File: src/rtl/rf_mp_sb.sv
// rf_mp_sb: multi-port GPR file with write-back scoreboard.
// NUM_RD combinational read ports, two write ports (port 1 is younger and wins
// on an address collision), one busy bit per register and a registered busy count.
// Optional write trace is compiled only when RF_TRACE_EN is defined.
module rf_mp_sb #(
    parameter int DATA_W = 32,
    parameter int DEPTH  = 32,
    parameter int NUM_RD = 2,
    parameter int BYPASS = 1,
    localparam int ADDR_W = $clog2(DEPTH)
) (
    input  logic                     clk,
    input  logic                     reset,
    input  logic [NUM_RD*ADDR_W-1:0] rd_addr,
    output logic [NUM_RD*DATA_W-1:0] rd_data,
    output logic [NUM_RD-1:0]        rd_busy,
    input  logic                     wr0_en,
    input  logic [ADDR_W-1:0]        wr0_addr,
    input  logic [DATA_W-1:0]        wr0_data,
    input  logic [31:0]              wr0_pc,
    input  logic                     wr1_en,
    input  logic [ADDR_W-1:0]        wr1_addr,
    input  logic [DATA_W-1:0]        wr1_data,
    input  logic [31:0]              wr1_pc,
    input  logic                     sb_set_en,
    input  logic [ADDR_W-1:0]        sb_set_addr,
    output logic [ADDR_W:0]          busy_cnt
);

    localparam int CNT_W = ADDR_W + 1;

    logic [DATA_W-1:0] regs_q [DEPTH];
    logic [DATA_W-1:0] regs_d [DEPTH];
    logic [DEPTH-1:0]  busy_q;
    logic [DEPTH-1:0]  busy_d;
    logic [CNT_W-1:0]  cnt_q;
    logic [CNT_W-1:0]  cnt_d;

    // Next-state of the register array: port 1 applied last so it overrides port 0
    always_comb begin
        for (int unsigned r = 0; r < DEPTH; r++) begin
            regs_d[r] = regs_q[r];
        end
        if (wr0_en && wr0_addr != '0) begin
            regs_d[wr0_addr] = wr0_data;
        end
        if (wr1_en && wr1_addr != '0) begin
            regs_d[wr1_addr] = wr1_data;
        end
    end

    // Scoreboard next-state (set beats clear) and its population count
    always_comb begin
        logic set_hit;
        logic clr_hit;
        set_hit = 1'b0;
        clr_hit = 1'b0;
        busy_d  = busy_q;
        cnt_d   = '0;
        for (int unsigned r = 1; r < DEPTH; r++) begin
            set_hit = sb_set_en && (sb_set_addr == ADDR_W'(r));
            clr_hit = (wr0_en && (wr0_addr == ADDR_W'(r))) ||
                      (wr1_en && (wr1_addr == ADDR_W'(r)));
            if (set_hit) begin
                busy_d[r] = 1'b1;
            end else if (clr_hit) begin
                busy_d[r] = 1'b0;
            end
        end
        busy_d[0] = 1'b0;
        // The count tracks the next busy vector, which equals +1/-1 per real transition
        for (int unsigned r = 0; r < DEPTH; r++) begin
            cnt_d = cnt_d + CNT_W'(busy_d[r]);
        end
    end

    // State registers with asynchronous active-low clear
    always_ff @(posedge clk or negedge reset) begin
        if (!reset) begin
            for (int unsigned r = 0; r < DEPTH; r++) begin
                regs_q[r] <= '0;
            end
            busy_q <= '0;
            cnt_q  <= '0;
        end else begin
            for (int unsigned r = 0; r < DEPTH; r++) begin
                regs_q[r] <= regs_d[r];
            end
            busy_q <= busy_d;
            cnt_q  <= cnt_d;
        end
    end

    assign busy_cnt = cnt_q;

    // Combinational read ports with optional same-cycle forwarding
    always_comb begin
        logic [ADDR_W-1:0] a;
        logic [DATA_W-1:0] d;
        logic              b;
        logic              hit0;
        logic              hit1;
        logic              set_hit;
        a       = '0;
        d       = '0;
        b       = 1'b0;
        hit0    = 1'b0;
        hit1    = 1'b0;
        set_hit = 1'b0;
        rd_data = '0;
        rd_busy = '0;
        for (int unsigned k = 0; k < NUM_RD; k++) begin
            a       = rd_addr[k*ADDR_W +: ADDR_W];
            d       = regs_q[a];
            b       = busy_q[a];
            hit0    = wr0_en && (wr0_addr == a);
            hit1    = wr1_en && (wr1_addr == a);
            set_hit = sb_set_en && (sb_set_addr == a);
            if (BYPASS != 0) begin
                if (hit1) begin
                    d = wr1_data;
                end else if (hit0) begin
                    d = wr0_data;
                end
                if ((hit0 || hit1) && !set_hit) begin
                    b = 1'b0;
                end
            end
            // Outputs are forced quiet while reset is held, even if bypass data is present
            if (!reset || a == '0) begin
                d = '0;
                b = 1'b0;
            end
            rd_data[k*DATA_W +: DATA_W] = d;
            rd_busy[k]                  = b;
        end
    end

`ifdef RF_TRACE_EN
    // Write trace, port 0 first; writes to register 0 show zero data
    always_ff @(posedge clk) begin
        if (reset) begin
            if (wr0_en) begin
                $display("%d@%h: $%d <= %h", $time, wr0_pc, wr0_addr,
                         (wr0_addr == '0) ? {DATA_W{1'b0}} : wr0_data);
            end
            if (wr1_en) begin
                $display("%d@%h: $%d <= %h", $time, wr1_pc, wr1_addr,
                         (wr1_addr == '0) ? {DATA_W{1'b0}} : wr1_data);
            end
        end
    end
`else
    logic unused_pc;
    assign unused_pc = ^{wr0_pc, wr1_pc};
`endif

endmodule

File: config.mk
export PLATFORM = sky130hd
export DESIGN_NAME = rf_mp_sb
export DESIGN_NICKNAME = d
export VERILOG_FILES = /design/src/rtl/rf_mp_sb.sv
export SDC_FILE = /design/constraint.sdc
export NUM_CORES = 2
export LEC_CHECK = 0
export CAP_MARGIN = 20
export CORE_MARGIN = 4
export CORE_UTILIZATION = 45
export CTS_CLUSTER_DIAMETER = 50
export DETAILED_ROUTE_END_ITERATION = 8
export PLACE_DENSITY = 0.7
export SLEW_MARGIN = 25
export SYNTH_ARGS = -nofsm -noshare
export SYNTH_HDL_FRONTEND = slang
export SYNTH_SLANG_ARGS = --single-unit
File: constraint.sdc
create_clock -name clk -period 5.3 [get_ports clk]
set_clock_uncertainty 0.2 [all_clocks]
set_input_delay 1.06 -clock clk [delete_from_list [all_inputs] [get_ports clk]]
set_output_delay 1.06 -clock clk [all_outputs]
set_load 0.01 [all_outputs]
-- After elaboration in Yosys (flattened, before gate mapping)
Cells that the tools add are included.
- register bits: 1061
- output and inout port bits: 72
- reduce and logical (&&, ||, !) cells: 147
- bitwise gates (word level): 4
- multiplexer cells: 90
- $lt $le $gt $ge: 8
- equal/unequal tests: 99
- add/sub/neg operators: 30
- operators with widths (cell ; number):
    bitwise mux 1024 bit ; 2
    2-to-1 mux 1024 bit ; 2
    2-to-1 mux 32 bit ; 12
    binary-select mux 32 bit (select 5 bit) ; 2
    demux 32 bit (select 5 bit) ; 2
    equality test 5 bit, second input constant ; 48
    adder 6 x 1 -> 6 bit ; 25
    equality test 5 x 4 -> 1 bit, second input constant ; 24
    logical AND 1 bit ; 105
    2-to-1 mux 1 bit ; 68
    equality test 5 x 3 -> 1 bit, second input constant ; 12
    logical OR 1 bit ; 35
    equality test 5 x 2 -> 1 bit, second input constant ; 6
    equality test 5 bit ; 6
    greater-or-equal comparator 6 bit, second input constant ; 4
    NOT 5 -> 6 bit ; 4
    equality test 5 x 1 -> 1 bit, second input constant ; 3
    less-than comparator 5 x 6 -> 1 bit, second input constant ; 2
    less-than comparator 6 x 1 -> 1 bit, second input constant ; 2
    binary-select mux 1 bit (select 5 bit) ; 2
    logical NOT 5 bit ; 2
    nonzero test 5 bit ; 2
    adder 5 x 1 -> 6 bit ; 1
    adder 4 x 1 -> 5 bit ; 1
    4 further kinds ; 6

-- Logic depth before layout (Yosys ltp)
- depth in word-level cells: 35
- gate-level depth with buffers: 23

-- Worst setup path after synthesis
Ideal clock, no wire load.
- path kind: input to register
- start: input wr0_addr[1]
- end: register cnt_q[4] (netlist: busy_cnt[4])
- data arrival time: 6.891 ns
- slack: -1.871 ns
- library setup time: 0.080 ns
- data required time: 5.020 ns
- stages on the path: 21
- cells stage by stage: buf_2 or2_1 buf_2 or2_2 buf_2 buf_2 a32oi_1 fa_1 fa_1 inv_1 fa_1 fa_1 inv_1 fa_1 inv_1 fa_1 fa_1 fa_1 a21o_1 a21oi_1 xnor2_1
- cells in the longest elaborated chain, start to end: 35
- elaborated cells between the ends (all ways): 185
- classes of those cells: 30 x add/sub; 31 x eq/ne; 62 x mux; 62 x reduce/logical
- RTL lines (item ; RTL line ; text):
    start, declared ; 18 ; input logic [ADDR_W-1:0] wr0_addr,
    equality test 5 x 1 -> 1 bit / equality test 5 x 2 -> 1 bit (equally long branches) ; 62 ; clr_hit = (wr0_en && (wr0_addr == ADDR_W'(r))) ||
    logical AND 1 bit ; 62 ;
    logical OR 1 bit ; 62 ;
    2-to-1 mux 1 bit ; 66 ; end else if (clr_hit) begin
    2-to-1 mux 1 bit ; 64 ; if (set_hit) begin
    adder 1 x 1 -> 2 bit ; 73 ; cnt_d = cnt_d + CNT_W'(busy_d[r]);
    adder 2 x 1 -> 3 bit ; 73 ;
    adder 3 x 1 -> 4 bit ; 73 ;
    adder 4 x 1 -> 5 bit ; 73 ;
    adder 5 x 1 -> 6 bit ; 73 ;
    adder 6 x 1 -> 6 bit (24 in series) ; 73 ;
    adder 6 x 1 -> 6 bit (*) ; 73 ;
    via cnt_d[4] ; 37 ; logic [CNT_W-1:0] cnt_d;
    end signal, assigned ; 90 ; cnt_q <= cnt_d;
    end, declared ; 36 ; logic [CNT_W-1:0] cnt_q;
Mark *: on every way through the listed nets, which the timed path passes. The rest lies on a longest branch.

-- Worst setup path in the final report
- start: input wr0_addr[4]
- end: register cnt_q[4] (netlist: busy_cnt[4])
- elaborated cells between the ends (all ways): 185
- classes of those cells: 30 x add/sub; 31 x eq/ne; 62 x mux; 62 x reduce/logical
- RTL lines (item ; RTL line ; text):
    equality test 5 x 3 -> 1 bit ; 62 ;
    logical AND 1 bit ; 62 ;
    logical OR 1 bit ; 62 ;
    2-to-1 mux 1 bit ; 66 ;
    2-to-1 mux 1 bit ; 64 ;
    via busy_d[4] ; 35 ; logic [DEPTH-1:0] busy_d;
    adder 3 x 1 -> 4 bit ; 73 ;
    adder 4 x 1 -> 5 bit ; 73 ;
    adder 5 x 1 -> 6 bit ; 73 ;
    adder 6 x 1 -> 6 bit (25 in series) ; 73 ;
    via cnt_d[4] ; 37 ;
The timed path passes the listed nets, and every way through them passes these cells.

==> flow_summary_export.csv <==
group,metric,value,unit
cts,cts_buffer_depth,3,
sta,hold_violations,0,
sta,tns,-3.55,ns
cts,cts-htree-levels,4,
power,p_leak,35.0,nW
cts,worstSkewPairLatency,0.78,ns
synthesis,yosysWarnings,0,
hold_path,hold_start,"regs_q[997]",
floorplan,coreArea,150000,um2
hold_path,min_path_cells,0,
placed_design,place_congestion,0.963,
floorplan,row_count,142,
final_layout,synthToLayoutAreaGrowth,16.1,%
job,drv_cap,0,
grt,overflow,0,
placed_design,dp_slack,-2.12,ns
cts,cts_tree,"built",
setup_path,arrival,6.54,ns
final_layout,fin_cells,8453,
setup_path,r2r-start,"busy_q[20]",
synthesis,yosysTopAreaCellShare,0.389,
sta,fin_ws,-0.765,ns
power,p_per_area,405,nW/um2
routing,first_pass_iters,9,
final_layout,fillers,12869,
sta,setup_viol_count_final,12,
cts,cts-root-buf,"clkbuf_16",
synthesis,synth_edf_count,0,
grt,antenna_found_initial,23,
routing,wirelength,294,mm
setup_path,setup.worst_path.class,"input pin to register",
grt,grt_usage,0.364,
cts,clk_pin_slew,0.05,ns
setup_path,start_kind,"input pin",
placed_design,hpwl,174,mm
grt,grt_pass1_vias,57648,
sta,grt_setup_unrepaired,"yes",
sta,fmax,165,MHz
status,violations,"DRC, setup timing",
floorplan,die_h,397,um
sta,finalCriticalPeriod,6.06,ns
synthesis,synth-seq-cells,1061,
setup_path,r2r_end,"busy_cnt[4]",
sta,finalCritPeriodShare,1.14,
sta,maxSlewHeadroom,0.176,
synthesis,synthCells,6271,
synthesis,synth.most_common_cell,"dfrtp_1",
floorplan,ioPinCount,230,
cts,cts_num_sinks,1061,
final_layout,drive_above_1_share,0.246,
setup_path,critPathMaxFanout,5,
routing,wl_per_cell,34.8,um
final_layout,nets,6510,
grt,grt_pass1_wl,415,mm
floorplan,die_w,397,um
setup_path,regToRegSetupSlack,-0.18,ns
synthesis,synth_area,68200,um2
setup_path,required,5.78,ns
floorplan,die_area,158000,um2
synthesis,syn-num-nets,6459,
routing,drt-initial-drc-count,10084,
synthesis,synth_ff_type,"dfrtp_1",
synthesis,synth_common_cells,"dfrtp_1, mux2i_1, mux4_2",
synthesis,ys_seq_area_frac,0.389,
grt,grt_max_degree,171,
synthesis,yosysUniqueCellTypes,67,
routing,vias,59268,
floorplan,start_util,0.454,
status,status,"complete, but fails checks",
cts,numCtsBuffers,131,
hold_path,min_path_type,"register to register",
placed_design,port_buffers,165,
setup_path,end_kind,"register",
sta,maxSlewViolCount,0,
sta,tightest_slew,1.24,ns
synthesis,yosysTopAreaCell,"dfrtp_1",
routing,drc,49,
placed_design,placed_cells,8174,
synthesis,postSynthAreaPerCell,10.9,um2
synthesis,synthTopCellsByArea,"dfrtp_1, mux4_2, mux2i_1, a21oi_1, nand2_1",
power,ir_drop,0.841,mV
setup_path,ff2ff_path_depth,16,
synthesis,async_reset_ff_frac,1.00,
hold_path,min_to,"regs_q[997]",
routing,final_antenna_net_count,0,
routing,vias_per_cell,7.01,
## final cells by class
| class | count | area [um2] | share of cell area |
|---|---|---|---|
| inverters | 35 | 134 | 0.00169 |
| repair buffers | 742 | 7090 | 0.0895 |
| clock inverters | 62 | 652 | 0.00823 |
| multi-input cells | 4351 | 38500 | 0.486 |
| flip-flops and latches | 1061 | 26600 | 0.335 |
| well taps | 2016 | 2520 | 0.0318 |
| clock buffers | 171 | 3770 | 0.0476 |
| diodes | 15 | 37.5 | 0.000474 |
## report_power, final
part | total, mW | switching [mW] | leakage [nW] | internal [mW]
clock | 9.37 | 3.85 | 2.15 | 5.52
combinational | 10.7 | 4.90 | 19.9 | 5.81
sequential | 12.0 | 1.75 | 13.0 | 10.3
total | 32.1 | 10.5 | 35.0 | 21.6
## through the flow
stage | util | hold slack, ns | instance area, um2 | power (mW)
detailed placement | 0.494 | 0.184 | 74200 | 22.2
floorplan | - | 0.241 | 68400 | 18.6
finish | 0.527 | 0.196 | 79200 | 32.1
CTS | 0.526 | 0.195 | 79000 | 31.7
global route | 0.527 | 0.207 | 79200 | 33.4
global placement | 0.494 | 0.177 | 74200 | 21.7
## kinds of logic (layout without fill, tap and decap cells)
family / Yosys count / after routing / share of synthesized area
xor gates and xnor gates: 33 / 33 / 0.00424
DFF: 1061 / 1061 / 0.389
buffers and inverters: 859 / 1010 / 0.0577
adders and majority gates: 30 / 30 / 0.00803
and+or+nand+nor: 1362 / 1362 / 0.0831
other: 0 / 15 / 0
muxes: 1609 / 1609 / 0.347
AOI/OAI and AO/OA: 1317 / 1317 / 0.111
## placed cells by master, fill, tap and decap left out, types with 16 or more instances in the layout
cell             synthesis  final
nor2_4                   2     30
inv_1                   33     27
nor3_1                  26     21
fa_1                    23     21
buf_12                   0     81
clkbuf_8                 0     18
a211oi_1                27     27
clkinv_2                 0     23
clkbuf_16                0    139
a21oi_1                519    517
clkdlybuf4s50_1          0    128
nand4_1                 23     23
xnor2_1                 20     19
dfrtp_1               1061   1061
nand2_1                592    569
nor2b_1                 27     23
buf_6                   44     16
nor2_1                 574    552
o21ai_0                379    377
a32oi_1                111    108
mux4_2                 604    604
buf_4                   57    482
o21ai_1                143    141
mux2i_1               1000   1000
nand2_4                 10     32
o221ai_1                17     17
a22oi_1                 35     35
o32ai_1                 17     16
nor4_1                  37     35
## registers in the layout, indices dropped and copies added, names as in the netlist
name,cells
busy_cnt,6
busy_q,31
regs_q,1024
## per-layer routing
| metal | GRT usage | share of wire |
|---|---|---|
| met5 | 0.00523 | 0.00059 |
| met4 | 0.241 | 0.082 |
| met3 | 0.173 | 0.17 |
| met2 | 0.500 | 0.41 |
| met1 | 0.454 | 0.34 |
## worst max path at each step
stage | startpoint | to | slack, ns | cells past startpoint
after floorplan | wr0_addr[4] | busy_cnt[4] | -1.49 | 21
after global placement | wr0_addr[0] | busy_cnt[4] | -2.04 | 21
after detailed placement | wr0_addr[0] | busy_cnt[4] | -2.12 | 21
after CTS | wr0_addr[1] | busy_cnt[4] | -0.76 | 22
after global routing | wr0_addr[4] | busy_cnt[4] | -0.86 | 20
final | wr0_addr[4] | busy_cnt[4] | -0.76 | 20
## worst max-delay path, cell delays in order
cell and delay [ns]:
buf_8 0.11, or3b_4 0.44, nor2_4 0.19, nand2_8 0.06
a32o_2 0.29, fa_1 0.56, inv_2 0.05, fa_1 0.50
inv_1 0.05, fa_1 0.46, fa_1 0.50, inv_1 0.05
fa_1 0.50, inv_2 0.04, fa_1 0.50, fa_2 0.38
fa_2 0.36, a21o_1 0.18, a21oi_2 0.14, xnor2_1 0.13
## timing repair
item	in CTS	in global routing
pin swaps	28	21
endpoints found under the hold margin	7	0
hold buffers	1	0
gates cloned	1	0
endpoints found under the setup margin	27	27
setup buffers	19	12
gates resized for setup	102	53
No activity file was read; power rests on OpenSTA's default activity.
